## config.mk

```make
export PLATFORM = sky130hd
export DESIGN_NAME = bcd_count_sequencer
export DESIGN_NICKNAME = d
export VERILOG_FILES = /design/src/rtl/bcd_pkg.sv /design/src/rtl/bcd_prescaler.sv /design/src/rtl/bcd_count_sequencer.sv
export SDC_FILE = /design/constraint.sdc
export NUM_CORES = 1
export LEC_CHECK = 0
export CAP_MARGIN = 20
export CORE_ASPECT_RATIO = 1.75
export CORE_MARGIN = 4
export CORE_UTILIZATION = 53
export CTS_CLUSTER_SIZE = 14
export DETAILED_ROUTE_END_ITERATION = 10
export PLACE_DENSITY = 0.82
export SYNTH_ARGS = -nofsm -noshare
export SYNTH_HDL_FRONTEND = slang
export SYNTH_HIERARCHICAL = 1
export SYNTH_SLANG_ARGS = --single-unit
```

## constraint.sdc

```tcl
create_clock -name clk -period 3.97 [get_ports clk]
set_input_delay 0.794 -clock clk [delete_from_list [all_inputs] [get_ports clk]]
set_output_delay 0.794 -clock clk [all_outputs]
set_load 0.005 [all_outputs]
```

## src/rtl/bcd_pkg.sv

```systemverilog
// Shared definitions for the 3-digit BCD counter tile: FSM state codes,
// BCD widths and the digit-legality helper used by the sequencer and counter top.
package bcd_pkg;

  localparam int BCD_DIGITS = 3;
  localparam int BCD_W      = 4 * BCD_DIGITS;

  localparam logic [1:0] ST_IDLE  = 2'd0;
  localparam logic [1:0] ST_RUN   = 2'd1;
  localparam logic [1:0] ST_PAUSE = 2'd2;
  localparam logic [1:0] ST_DONE  = 2'd3;

  typedef enum logic [1:0] {
    S_IDLE  = ST_IDLE,
    S_RUN   = ST_RUN,
    S_PAUSE = ST_PAUSE,
    S_DONE  = ST_DONE
  } state_t;

  function automatic logic bcd_legal(input logic [BCD_W-1:0] v);
    logic ok;
    ok = 1'b1;
    for (int i = 0; i < BCD_DIGITS; i++) begin
      if (v[4*i +: 4] > 4'd9) ok = 1'b0;
    end
    return ok;
  endfunction

endpackage

```

## src/rtl/bcd_prescaler.sv

```systemverilog
// Count-tick prescaler: counts 0..PRESCALE_DIV-1 while run is high and
// flags the terminal count combinationally on tick.
module bcd_prescaler #(
  parameter int PRESCALE_DIV = 1000,
  parameter int PRESCALE_W   = 16
) (
  input  logic clk,
  input  logic rst_n,
  input  logic run,
  input  logic load0,
  output logic tick
);

  if (PRESCALE_DIV < 2 || PRESCALE_DIV > 65535 ||
      (64'(1) << PRESCALE_W) <= 64'(PRESCALE_DIV)) begin : g_bad_div
    $error("bcd_prescaler: PRESCALE_DIV out of range or PRESCALE_W too narrow");
  end

  localparam logic [PRESCALE_W-1:0] TERM = PRESCALE_W'(PRESCALE_DIV - 1);

  logic [PRESCALE_W-1:0] cnt;

  assign tick = run && (cnt == TERM);

  always_ff @(posedge clk or negedge rst_n) begin
    if (!rst_n) begin
      cnt <= '0;
    end else if (load0) begin
      cnt <= '0;
    end else if (run) begin
      cnt <= tick ? '0 : cnt + PRESCALE_W'(1);
    end
  end

endmodule

```

## src/rtl/bcd_count_sequencer.sv

```systemverilog
// Run/pause/stop controller for the 3-digit BCD counter: issues count-enable
// ticks, counter clears, and stops when the fed-back count equals the target.
module bcd_count_sequencer
  import bcd_pkg::*;
#(
  parameter int PRESCALE_DIV = 1000,
  parameter int PRESCALE_W   = 16
) (
  input  logic        clk,
  input  logic        rst_n,
  input  logic        ena,
  input  logic        start,
  input  logic        pause,
  input  logic        clear,
  input  logic [11:0] target_bcd,
  input  logic [11:0] cnt_bcd,
  output logic        cnt_en,
  output logic        cnt_clr,
  output logic        done,
  output logic        err,
  output logic [1:0]  state
);

  state_t st;
  logic   clear_q;
  logic   tick;
  logic   run;
  logic   load0;
  logic   match;
  logic   start_ok;
  logic   restart;

  // While cnt_clr is high the counter has not yet been cleared, so its stale
  // value must not be mistaken for a hit on the target.
  assign match    = (cnt_bcd == target_bcd) && bcd_legal(cnt_bcd) && !cnt_clr;
  assign start_ok = bcd_legal(target_bcd);
  assign restart  = start && !pause && start_ok && (st == S_IDLE || st == S_DONE);

  assign run   = ena && (st == S_RUN) && !clear && !pause && !match;
  assign load0 = ena && (clear || restart);

  assign state = st;

  bcd_prescaler #(
    .PRESCALE_DIV (PRESCALE_DIV),
    .PRESCALE_W   (PRESCALE_W)
  ) u_prescaler (
    .clk   (clk),
    .rst_n (rst_n),
    .run   (run),
    .load0 (load0),
    .tick  (tick)
  );

  always_ff @(posedge clk or negedge rst_n) begin
    if (!rst_n) begin
      st      <= S_IDLE;
      clear_q <= 1'b0;
      cnt_en  <= 1'b0;
      cnt_clr <= 1'b0;
      done    <= 1'b0;
      err     <= 1'b0;
    end else if (!ena) begin
      cnt_en  <= 1'b0;
      cnt_clr <= 1'b0;
      err     <= 1'b0;
    end else begin
      cnt_en  <= 1'b0;
      cnt_clr <= 1'b0;
      err     <= 1'b0;
      clear_q <= clear;
      if (clear) begin
        st      <= S_IDLE;
        done    <= 1'b0;
        cnt_clr <= !clear_q;
      end else if (pause) begin
        if (st == S_RUN) st <= S_PAUSE;
      end else begin
        case (st)
          S_IDLE: begin
            if (start) begin
              if (start_ok) st <= S_RUN;
              else          err <= 1'b1;
            end
          end
          S_RUN: begin
            if (match) begin
              st   <= S_DONE;
              done <= 1'b1;
            end else begin
              cnt_en <= tick;
            end
          end
          S_PAUSE: begin
            if (start) st <= S_RUN;
          end
          S_DONE: begin
            if (start) begin
              if (start_ok) begin
                st      <= S_RUN;
                done    <= 1'b0;
                cnt_clr <= 1'b1;
              end else begin
                err <= 1'b1;
              end
            end
          end
          default: st <= S_IDLE;
        endcase
      end
    end
  end

endmodule

```

Word-level counts from Yosys, hierarchy flattened --
Index checks and enable logic that the tools add are counted.
Word-level totals: register bits 23, output and inout port bits 6, input port bits 30
Operators by class: mux-type cells 40, equality and inequality tests 14, reductions and logical operators 24, order comparisons 6, add/subtract/negate cells 1
Operators with widths (number):
- $mux W16 | 3
- $mux W1 | 28
- $gt A4 B4 Y1 const B | 6
- $add A16 B1 Y16 const B | 1
- $eq A16 B10 Y1 const B | 1
- $mux W2 | 7
- $eq A12 B12 Y1 | 1
- $reduce_and A6 Y1 | 2
- $logic_and A1 B1 Y1 | 11
- $ne A3 B3 Y1 const B | 3
- $ne A4 B1 Y1 const B | 2
- $ne A4 B4 Y1 const B | 2
- $pmux W2 S3 | 1
- $logic_not A1 Y1 | 5
- $eq A2 B2 Y1 const B | 2
- $ne A3 B1 Y1 const B | 1
- $reduce_bool A3 Y1 | 1
- $eq A2 B1 Y1 const B | 1
- $logic_not A2 Y1 | 1
- $logic_or A1 B1 Y1 | 2
- $ne A2 B1 Y1 const B | 1
- $pmux W1 S2 | 1
- $reduce_bool A2 Y1 | 1
- $reduce_or A2 Y1 | 1

Depth between registers and ports, before layout --
Gate-level depths: netlist of run 1.
word-level depth 14, mapped depth 10, mapped depth without buffers 9

Hierarchy --
The synthesis of run 1 kept the hierarchy.
Modules (own cells, without submodules):
- bcd_prescaler | cells an instance 97, times used 1, area each 920.9 sq um, sequential area each 400.4 sq um
- bcd_count_sequencer | cells an instance 79, times used 1, area each 685.7 sq um, sequential area each 175.2 sq um

Least setup slack after synthesis of run 1 --
Ideal clock, no wire load.
kind input to register, start input cnt_bcd[11], end register u_prescaler.cnt[14], stages 9, arrival 2.492 ns, setup slack 1.356 ns, data required time 3.848 ns, library setup time 0.122 ns, cells stage by stage and3b_2 > a211o_1 > nand2_1 > o21a_2 > nor2b_1 > nand4b_1 > nor4_4 > nor2b_1 > a32o_1
On the way: longest elaborated chain between the ends 10, elaborated cells on any way between the ends 12
RTL lines:
- start, declared | line bcd_count_sequencer.sv:16 | input logic [11:0] cnt_bcd,
- $gt A4 B4 Y1 | line bcd_pkg.sv:24 | if (v[4*i +: 4] > 4'd9) ok = 1'b0;
- $mux W1 | line bcd_pkg.sv:24
- $logic_and A1 B1 Y1 (*) (2 in series) | line bcd_count_sequencer.sv:35 | assign match = (cnt_bcd == target_bcd) && bcd_legal(cnt_bcd) && !cnt_clr;
- $logic_not A1 Y1 (*) | line bcd_count_sequencer.sv:39 | assign run = ena && (st == S_RUN) && !clear && !pause && !match;
- $logic_and A1 B1 Y1 (*) | line bcd_count_sequencer.sv:39
- net run | line bcd_count_sequencer.sv:27 | logic run;
- $logic_and A1 B1 Y1 (*) | line bcd_prescaler.sv:23 | assign tick = run && (cnt == TERM);
- net tick | line bcd_count_sequencer.sv:26 | logic tick;
- $mux W16 (*) | line bcd_prescaler.sv:31 | cnt <= tick ? '0 : cnt + PRESCALE_W'(1);
- $mux W16 (*) | line bcd_prescaler.sv:30 | end else if (run) begin
- $mux W16 (*) | line bcd_prescaler.sv:28 | end else if (load0) begin
- end signal, assigned | line bcd_prescaler.sv:31
- end, declared | line bcd_prescaler.sv:21 | logic [PRESCALE_W-1:0] cnt;
Mark *: on every way through the listed nets, which the timed path passes. The rest lies on a longest branch. The select of a mux whose other input is x is not followed. A chain may end at the register's enable or synchronous reset.

Final worst setup path of run 1 --
start input cnt_bcd[9], end register u_prescaler.cnt[9]
Same word-level chain as after synthesis.

==> run summary, run 1 <==
DP Cell Count = 236
R2R setup slack = 1450 ps
Maximum VDD drop = 0.000259 V
Final setup violation count = 0
Layout cells sized above 1 = 7.51%
Chip width = 49.6 µm
Initial DRT Pass Iterations = 4
Gpl congestion = 0.904
Vias in the first global route = 1522
Final cell count without fillers = 241
CTS Hold Bufs = 0
Max-cap viol count = 0
Row cnt = 26
Max Clock Freq = 0.308 GHz
Final cycle utilization of the critical path = 81.9%
Wire length per cell = 16.6 µm
Vias = 1505
Hold Crit Class = reg -> reg
H-tree levels = 1
Worst Setup EP = u_prescaler/cnt[9]$_DFFE_PN0P_
Core area = 2930 µm²
Initial DRC count = 51
Synth warn = 6
CP endpoint kind = flop
Die Height = 80.8 µm
R2r startpoint = state[1]$_DFFE_PN0P_
CTS tree = done
Post-synth top cells = 23 x dfrtp_1, 22 x nor2_1, 12 x nand2_1
Setup bufs post-CTS = 0
CTS sink cnt = 23
Die area = 4010 µm²
Synth Flop Type = dfrtp_1
Post-Syn Instances = 176
Area grow syn2layout = 27.1%
Post-CTS Resized = 0
Post-Syn Nets = 210
CP Launch Point = cnt_bcd[9]
Post-synthesis register bit count = 23
CP startpoint kind = primary input
Cell taking the most area after synthesis = dfrtp_1
Vias/cell = 6.24
Power per cell area = 293 nW/µm²
HPWL after DPL = 3220 µm
Post-route ant nets = 0
Routed wire length = 4010 µm
Fin Setup TNS = 0 ps
# DRC = 0
Cts bufs inserted = 3
Main area contributors after synthesis = dfrtp_1 36%, nor2_1 5.1%, xor2_1 4.9%
Final min period = 3250 ps
Worst-case clock buffer depth = 2
First-pass GRT wire length = 6690 µm
Port Buffer Count = 35
Post-synth top area share = 35.8%
Crit path max fanout = 10
Reg-to-Reg End = u_prescaler/cnt[9]$_DFFE_PN0P_
Async S/R FF share, synth = 100%
Post-Syn Area = 1610 µm²
Status = completed
Post-synth EDFFs = 0
RSZ-0062 raised after global routing = no
Leak pwr = 0.803 nW
Gr ovfl total = 0
Largest net degree at the start of global routing = 24
Worst-margin pin slew = 532 ps
I/O pin count = 36
Number of diodes = 0
Register area share after synthesis = 35.8%
Count leader, synth = dfrtp_1
Worst Clk Skew = 1.04 ps
Path type of the worst setup path = in -> reg
Worst-Skew Late Latency = 260 ps
Synth unique cells = 52
Total GRT Usage = 21.3%
R2R depth = 8
Pins over their slew limit = 0
Final hold violation count = 0
Initial antenna violation count = 0
Clk slew on worst S/H paths = 80 ps
Slew headroom = 64.5%
Arrival time at the worst endpoint = 3380 ps
Avg Cell Area, Syn = 9.13 µm²
Clock root cell = clkbuf_8
Final net count = 248
Initial Util = 54.9%
Critical Path RT = 4100 ps
==> cell type report <==
class | count | area, µm²
Timing Repair Buffer | 38 | 393
Fill cell | 238 | 886
Sequential cell | 23 | 576
Inverter | 9 | 33.8
Tap cell | 28 | 35.0
Multi-Input combinational cell | 139 | 960
Clock buffer | 4 | 45.0
==> critical path, cell delays in order <==
cell and delay (ps):
clkdlybuf4s50_1 490, and3b_2 210, a211o_1 300, nand2_1 100
o21a_2 170, nor2b_1 320, nand4b_1 210, nor4_4 310
or2_1 380, nor2_1 100
==> power breakdown <==
group | switching, mW | internal, mW | total [mW]
combinational | 0.0933 | 0.0972 | 0.190
sequential | 0.0197 | 0.248 | 0.267
clock | 0.0682 | 0.0714 | 0.140
==> flip-flops by register name, indices dropped and copies added (netlist names) <==
signal and count:
state 2, done 1, cnt_en 1, err 1, cnt_clr 1, u_prescaler/cnt 16
clear_q 1
==> kinds of logic after synthesis <==
group | share of synthesized area [%]
flops | 35.8
simple gates | 30.8
fa+ha+maj | 3.12
buf+inv | 4.44
compound gates | 16.6
xor+xnor | 9.27
==> layout by cell type (no fill, tap or decap), types with 2 or more instances in the layout <==
cell type	synthesis	routed
o211ai_1	2	2
xor2_1	9	9
inv_1	9	9
nor2b_1	4	4
nand3_1	6	6
xnor2_1	8	8
a21oi_1	5	5
nand4bb_1	2	2
nor4_1	6	6
a32o_1	3	3
a211o_1	2	2
ha_1	4	4
nor3_1	4	4
o221ai_1	2	2
nand2_1	12	12
buf_4	2	2
nor4bb_1	2	2
and4_1	2	2
nand4_1	3	3
nand2b_1	3	3
o21ai_0	11	11
clkdlybuf4s50_1	0	35
dfrtp_1	23	23
nor2_1	22	22
nor4_2	2	2
clkbuf_8	1	3
==> worst min path at each step <==
stage | start | endpoint | slack (ps) | depth (start not counted)
3_5_place_dp | u_prescaler/cnt[15]$_DFFE_PN0P_ | u_prescaler/cnt[15]$_DFFE_PN0P_ | 550 | 2
3_3_place_gp | u_prescaler/cnt[15]$_DFFE_PN0P_ | u_prescaler/cnt[15]$_DFFE_PN0P_ | 550 | 2
2_1_floorplan | clear_q$_DFFE_PN0P_ | clear_q$_DFFE_PN0P_ | 490 | 2
5_1_grt | clear_q$_DFFE_PN0P_ | clear_q$_DFFE_PN0P_ | 590 | 2
4_1_cts | u_prescaler/cnt[15]$_DFFE_PN0P_ | u_prescaler/cnt[15]$_DFFE_PN0P_ | 580 | 2
6_report | clear_q$_DFFE_PN0P_ | clear_q$_DFFE_PN0P_ | 560 | 2
==> routing by layer <==
| layer | track usage (%) | share of wire, % | routed length (µm) |
|---|---|---|---|
| met5 | 0 | 0 | 0 |
| met4 | 10.2 | 3.4 | 136 |
| met3 | 2.75 | 2.8 | 114 |
| met2 | 42.2 | 58 | 2310 |
| met1 | 21.0 | 36 | 1440 |
==> through the flow <==
step           hold WS [ps]  worst slack, ps  utilization, %  total power, mW  area (µm²)
2_1_floorplan           491             1360               -            0.368        1610
3_3_place_gp            545              583            67.3            0.452        1970
3_5_place_dp            553              492            67.3            0.456        1970
4_1_cts                 577              729            68.8            0.598        2010
5_1_grt                 588              539            69.7            0.632        2040
6_report                560              718            69.7            0.597        2040
(Power assumes the default switching activity.)
==> inputs of run 2 (changes only) <==
--- a/config.mk
+++ b/config.mk
@@ -8,10 +8,10 @@
 export CAP_MARGIN = 20
 export CORE_ASPECT_RATIO = 1.75
 export CORE_MARGIN = 4
-export CORE_UTILIZATION = 53
+export CORE_UTILIZATION = 50
 export CTS_CLUSTER_SIZE = 14
 export DETAILED_ROUTE_END_ITERATION = 10
-export PLACE_DENSITY = 0.82
+export PLACE_DENSITY = 0.78
 export SYNTH_ARGS = -nofsm -noshare
 export SYNTH_HDL_FRONTEND = slang
 export SYNTH_HIERARCHICAL = 1
==> constraint.sdc (replaced) <==
create_clock -name clk -period 3 [get_ports clk]
set_input_delay 0.6 -clock clk [delete_from_list [all_inputs] [get_ports clk]]
set_output_delay 0.6 -clock clk [all_outputs]
set_load 0.005 [all_outputs]
==> run summary, run 2 (synthesis results as in run 1) <==
Status = completed (unchanged)
CTS tree = done (unchanged)
Initial DRC count = 57 (was 51)
Clk slew on worst S/H paths = 80 ps (about the same)
CTS sink cnt = 23 (unchanged)
Core area = 3110 µm² (was 2930 µm²)
CP startpoint kind = primary input (unchanged)
Max-cap viol count = 0 (unchanged)
CTS Hold Bufs = 0 (unchanged)
Most common cell after layout, fill and taps aside = clkdlybuf4s50_1 (unchanged)
R2R depth = 9 (was 8)
Gr ovfl total = 0 (unchanged)
Hold Crit Class = reg -> reg (unchanged)
Commonest cells after routing, fill and taps aside = 35 x clkdlybuf4s50_1, 23 x dfrtp_1, 22 x nor2_1, 13 x buf_4, 12 x nand2_1 (was 35 x clkdlybuf4s50_1, 23 x dfrtp_1, 22 x nor2_1, 12 x nand2_1, 11 x o21ai_0)
Final net count = 258 (was 248)
Biggest register = u_prescaler/cnt (unchanged)
First-pass GRT wire length = 6780 µm (was 6690 µm)
HPWL after DPL = 3340 µm (was 3220 µm)
Initial antenna violation count = 0 (unchanged)
Vias = 1594 (was 1505)
Number of diodes = 0 (unchanged)
Final cell count without fillers = 266 (was 241)
Port Buffer Count = 35 (unchanged)
Die area = 4220 µm² (was 4010 µm²)
Clock root cell = clkbuf_8 (unchanged)
Arrival time at the worst endpoint = 2960 ps (was 3380 ps)
Leak pwr = 0.844 nW (was 0.803 nW)
Routed wire length = 4140 µm (was 4010 µm)
Post-route ant nets = 0 (unchanged)
Total GRT Usage = 20.1% (was 21.3%)
Critical Path RT = 3150 ps (was 4100 ps)
Worst Slack Setup Final = 193 ps (was 718 ps)
Post-Route Utilization = 68.1% (was 69.7%)
Worst-case clock buffer depth = 2 (unchanged)
Max reg flops = 16 (unchanged)
Final hold violation count = 0 (unchanged)
Fin Setup TNS = 0 ps (unchanged)
Power per cell area = 382 nW/µm² (was 293 nW/µm²)
Largest net degree at the start of global routing = 24 (unchanged)
I/O pin count = 36 (unchanged)
Path type of the worst setup path = in -> reg (unchanged)
Hold_ws = 558 ps (was 560 ps)
Maximum VDD drop = 0.000318 V (was 0.000259 V)
Die Height = 83.0 µm (was 80.8 µm)
Crit path max fanout = 5 (was 10)
Row cnt = 27 (was 26)
R2R setup slack = 770 ps (was 1450 ps)
Worst-margin pin slew = 458 ps (was 532 ps)
Slew headroom = 69.4% (was 64.5%)
RSZ-0062 raised after global routing = no (unchanged)
Layout cells sized above 1 = 11.7% (was 7.51%)
Final cycle utilization of the critical path = 93.6%
Vias/cell = 5.99 (was 6.24)
Final Cell Area = 2120 µm² (was 2040 µm²)
CP endpoint kind = flop (unchanged)
Placed instance area = 2070 µm² (was 1970 µm²)
Initial Util = 51.7% (was 54.9%)
Total power = 0.808 mW (was 0.597 mW)
Pins over their slew limit = 0 (unchanged)
WHS Path Cells = 2 (unchanged)
Cts bufs inserted = 3 (unchanged)
H-tree levels = 1 (unchanged)
Final setup violation count = 0 (unchanged)
Fillers = 266 (was 238)
DP Cell Count = 262 (was 236)
Setup bufs post-CTS = 0 (unchanged)
Chip width = 50.9 µm (was 49.6 µm)
Max Clock Freq = 0.356 GHz
Worst-Skew Late Latency = 260 ps (about the same)
Pre-CTS setup slack = -44.5 ps (was 492 ps)
# DRC = 0 (unchanged)
Worst Clk Skew = 2.87 ps (was 1.04 ps)
Initial DRT Pass Iterations = 4 (unchanged)
Gpl congestion = 0.893 (was 0.904)
Final min period = 2810 ps
Post-CTS Resized = 0 (unchanged)
Area grow syn2layout = 31.7% (was 27.1%)
Wire length per cell = 15.6 µm (was 16.6 µm)
Vias in the first global route = 1649 (was 1522)
-- run 2: cell count changes in the layout (fill, tap and decap cells not counted), sizes merged --
cell and delta:
buf +10
-- run 2: critical path: stages --
cell	delay [ps]
clkdlybuf4s50_1	490
and3b_2	210
a211o_1	300
nand2_1	100
o21a_2	130
nor2b_1	200
buf_4	150
o2111ai_1	240
nor3_1	320
xnor2_1	150
nor2_1	50
-- run 2: power by group --
part	leakage [nW]	internal [mW]	switching (mW)
logic	0.505	0.138	0.130
registers	0.317	0.328	0.0219
clock network	0.0228	0.0946	0.0958
total	0.844	0.561	0.248
-- run 2: final cells by class --
| type | instances | area [µm²] | area share [%] |
|---|---|---|---|
| Clock buffer | 4 | 45.0 | 2.13 |
| Multi-Input combinational cell | 139 | 960 | 45.4 |
| Tap cell | 43 | 53.8 | 2.54 |
| Sequential cell | 23 | 576 | 27.2 |
| Timing Repair Buffer | 48 | 448 | 21.2 |
| Inverter | 9 | 33.8 | 1.60 |
-- run 2: path summary, 6_finish.rpt --
| check | start | end |
|---|---|---|
| setup reg to reg | state[1]$_DFFE_PN0P_ | u_prescaler/cnt[9]$_DFFE_PN0P_ |
| hold reg to reg | u_prescaler/cnt[15]$_DFFE_PN0P_ | u_prescaler/cnt[15]$_DFFE_PN0P_ |
| max in group asynchronous | rst_n | state[1]$_DFFE_PN0P_ |
| setup / recovery | cnt_bcd[9] | u_prescaler/cnt[9]$_DFFE_PN0P_ |
| hold / removal | u_prescaler/cnt[15]$_DFFE_PN0P_ | u_prescaler/cnt[15]$_DFFE_PN0P_ |
| min in group asynchronous | rst_n | u_prescaler/cnt[10]$_DFFE_PN0P_ |
-- run 2: metal layers --
metal	track usage [%]	vias to the layer above	part of all wire (%)
li1	-	746	-
met1	19.5	763	35
met2	38.8	71	56
met3	2.15	14	5.6
met4	10.8	0	3.6
met5	0	-	0
==> inputs of run 3 (changes only) <==
==> constraint.sdc (replaced) <==
create_clock -name clk -period 3 [get_ports clk]
set_input_delay 0.75 -clock clk [delete_from_list [all_inputs] [get_ports clk]]
set_output_delay 0.75 -clock clk [all_outputs]
set_load 0.005 [all_outputs]
==> run summary, run 3 (synthesis results as in run 1) <==
Status = completed (unchanged)
Final Cell Area = 2170 µm² (was 2120 µm²)
Initial antenna violation count = 0 (unchanged)
DP Cell Count = 262 (unchanged)
Port Buffer Count = 35 (unchanged)
Critical Path RT = 3190 ps (was 3150 ps)
Clock root cell = clkbuf_8 (unchanged)
HPWL after DPL = 3430 µm (was 3340 µm)
Layout cells sized above 1 = 15.1% (was 11.7%)
Pins over their slew limit = 0 (unchanged)
Initial Util = 51.7% (unchanged)
CTS tree = done (unchanged)
Worst Clk Skew = 2.79 ps (was 2.87 ps)
Max Clock Freq = 0.341 GHz (was 0.356 GHz)
Worst path top cell family by delay = simple AND/OR/NAND/NOR gates (unchanged)
Vias = 1639 (was 1594)
CP Launch Point = cnt_bcd[5] (was cnt_bcd[9])
Fin Setup TNS = 0 ps (unchanged)
Core area = 3110 µm² (unchanged)
Biggest register = u_prescaler/cnt (unchanged)
Hold_ws = 542 ps (was 558 ps)
H-tree levels = 1 (unchanged)
Hold Startpoint = clear_q$_DFFE_PN0P_ (was u_prescaler/cnt[15]$_DFFE_PN0P_)
Fillers = 251 (was 266)
CP endpoint kind = flop (unchanged)
Vias in the first global route = 1699 (was 1649)
Worst Slack Setup Final = 65.8 ps (was 193 ps)
Die area = 4220 µm² (unchanged)
Clk slew on worst S/H paths = 80 ps (about the same)
Max-cap viol count = 0 (unchanged)
Worst-margin pin slew = 477 ps (was 458 ps)
Hold Crit Class = reg -> reg (unchanged)
Initial DRT Pass Iterations = 4 (unchanged)
Final min period = 2930 ps (was 2810 ps)
Cts bufs inserted = 3 (unchanged)
Worst-case clock buffer depth = 2 (unchanged)
Worst-Skew Late Latency = 260 ps (about the same)
Arrival time at the worst endpoint = 3130 ps (was 2960 ps)
Largest net degree at the start of global routing = 24 (unchanged)
CTS sink cnt = 23 (unchanged)
Slew headroom = 67.9% (was 69.4%)
CP peak stage delay = 470 ps (was 490 ps)
Gr ovfl total = 0 (unchanged)
Leak pwr = 0.863 nW (was 0.844 nW)
R2r startpoint = cnt_clr$_DFF_PN0_ (was state[1]$_DFFE_PN0P_)
Final setup violation count = 0 (unchanged)
Post-Route Utilization = 69.7% (was 68.1%)
Total power = 0.824 mW (was 0.808 mW)
Crit path cell chain = clkdlybuf4s50_1, xor2_1, nor4_2, nand3_1, o21a_2, nor2b_4, nand4b_1, nor4_4, buf_4, or3b_2, a21oi_2 (was clkdlybuf4s50_1, and3b_2, a211o_1, nand2_1, o21a_2, nor2b_1, buf_4, o2111ai_1, nor3_1, xnor2_1, nor2_1)
Die Height = 83.0 µm (unchanged)
Max reg flops = 16 (unchanged)
CP startpoint kind = primary input (unchanged)
Initial DRC count = 57 (unchanged)
CTS Hold Bufs = 0 (unchanged)
Final cell count without fillers = 268 (was 266)
Maximum VDD drop = 0.000291 V (was 0.000318 V)
Pre-CTS setup slack = -232 ps (was -44.5 ps)
Most common cell after layout, fill and taps aside = clkdlybuf4s50_1 (unchanged)
Routed wire length = 4370 µm (was 4140 µm)
Power per cell area = 380 nW/µm² (was 382 nW/µm²)
Chip width = 50.9 µm (unchanged)
Total GRT Usage = 21.3% (was 20.1%)
Commonest cells after routing, fill and taps aside = 35 x clkdlybuf4s50_1, 23 x dfrtp_1, 22 x nor2_1, 14 x buf_4, 12 x nand2_1 (was 35 x clkdlybuf4s50_1, 23 x dfrtp_1, 22 x nor2_1, 13 x buf_4, 12 x nand2_1)
Row cnt = 27 (unchanged)
Wire length per cell = 16.3 µm (was 15.6 µm)
Number of diodes = 0 (unchanged)
Vias/cell = 6.12 (was 5.99)
Area grow syn2layout = 34.9% (was 31.7%)
Final hold violation count = 0 (unchanged)
Final net count = 260 (was 258)
Final cycle utilization of the critical path = 97.8% (was 93.6%)
Crit path max fanout = 7 (was 5)
First-pass GRT wire length = 7050 µm (was 6780 µm)
Path type of the worst setup path = in -> reg (unchanged)
Slowest CP cell = or3b_2 (was clkdlybuf4s50_1)
I/O pin count = 36 (unchanged)
Worst path buffer plus inverter count = 2 (unchanged)
# DRC = 0 (unchanged)
Placed instance area = 2080 µm² (was 2070 µm²)
Post-route ant nets = 0 (unchanged)
Gpl congestion = 0.929 (was 0.893)
run 3: report_power, final:
| part | total, mW | switching [mW] | internal (mW) | leakage [nW] |
|---|---|---|---|---|
| Combinational | 0.282 | 0.136 | 0.146 | 0.521 |
| Clock | 0.193 | 0.100 | 0.0927 | 0.0255 |
| Sequential | 0.349 | 0.0213 | 0.328 | 0.317 |
| Total | 0.824 | 0.258 | 0.566 | 0.863 |
run 3: layout make-up:
type | count | area [µm²] | share of cell area (%)
multi-input cells | 139 | 982 | 45.3
flip-flops and latches | 23 | 576 | 26.6
repair buffers | 50 | 475 | 21.9
well taps | 43 | 53.8 | 2.48
clock buffers | 3 | 41.3 | 1.91
inverters | 9 | 33.8 | 1.56
clock inverters | 1 | 5.00 | 0.231
run 3: repair_timing:
item	CTS	global route
buffers inserted	0	2
setup endpoints to repair	0	14
resized for setup	0	8
run 3: tightest hold or removal path, cell delays in order, from the launching register on:
cell and delay, ps:
dfrtp_1 330, inv_1 50, o21ai_0 120
run 3: per-layer routing:
| layer | global-route usage (%) | vias up | routed length, µm | part of all wire (%) |
|---|---|---|---|---|
| li1 | - | 751 | - | - |
| met1 | 20.4 | 787 | 1470 | 33 |
| met2 | 41.0 | 83 | 2450 | 56 |
| met3 | 3.77 | 18 | 298 | 6.8 |
| met4 | 10.3 | 0 | 158 | 3.6 |
| met5 | 0 | - | 0 | 0 |
run 3: path summary, 6_finish.rpt:
check	endpoint	slack [ps]	depth (start not counted)
worst max-delay path	u_prescaler/cnt[0]$_DFFE_PN0P_	70	11
worst min-delay path	clear_q$_DFFE_PN0P_	540	2
worst max register to register	u_prescaler/cnt[0]$_DFFE_PN0P_	750	9
worst min register to register	clear_q$_DFFE_PN0P_	540	2
max in group asynchronous	u_prescaler/cnt[13]$_DFFE_PN0P_	1930	2
min in group asynchronous	u_prescaler/cnt[11]$_DFFE_PN0P_	840	2
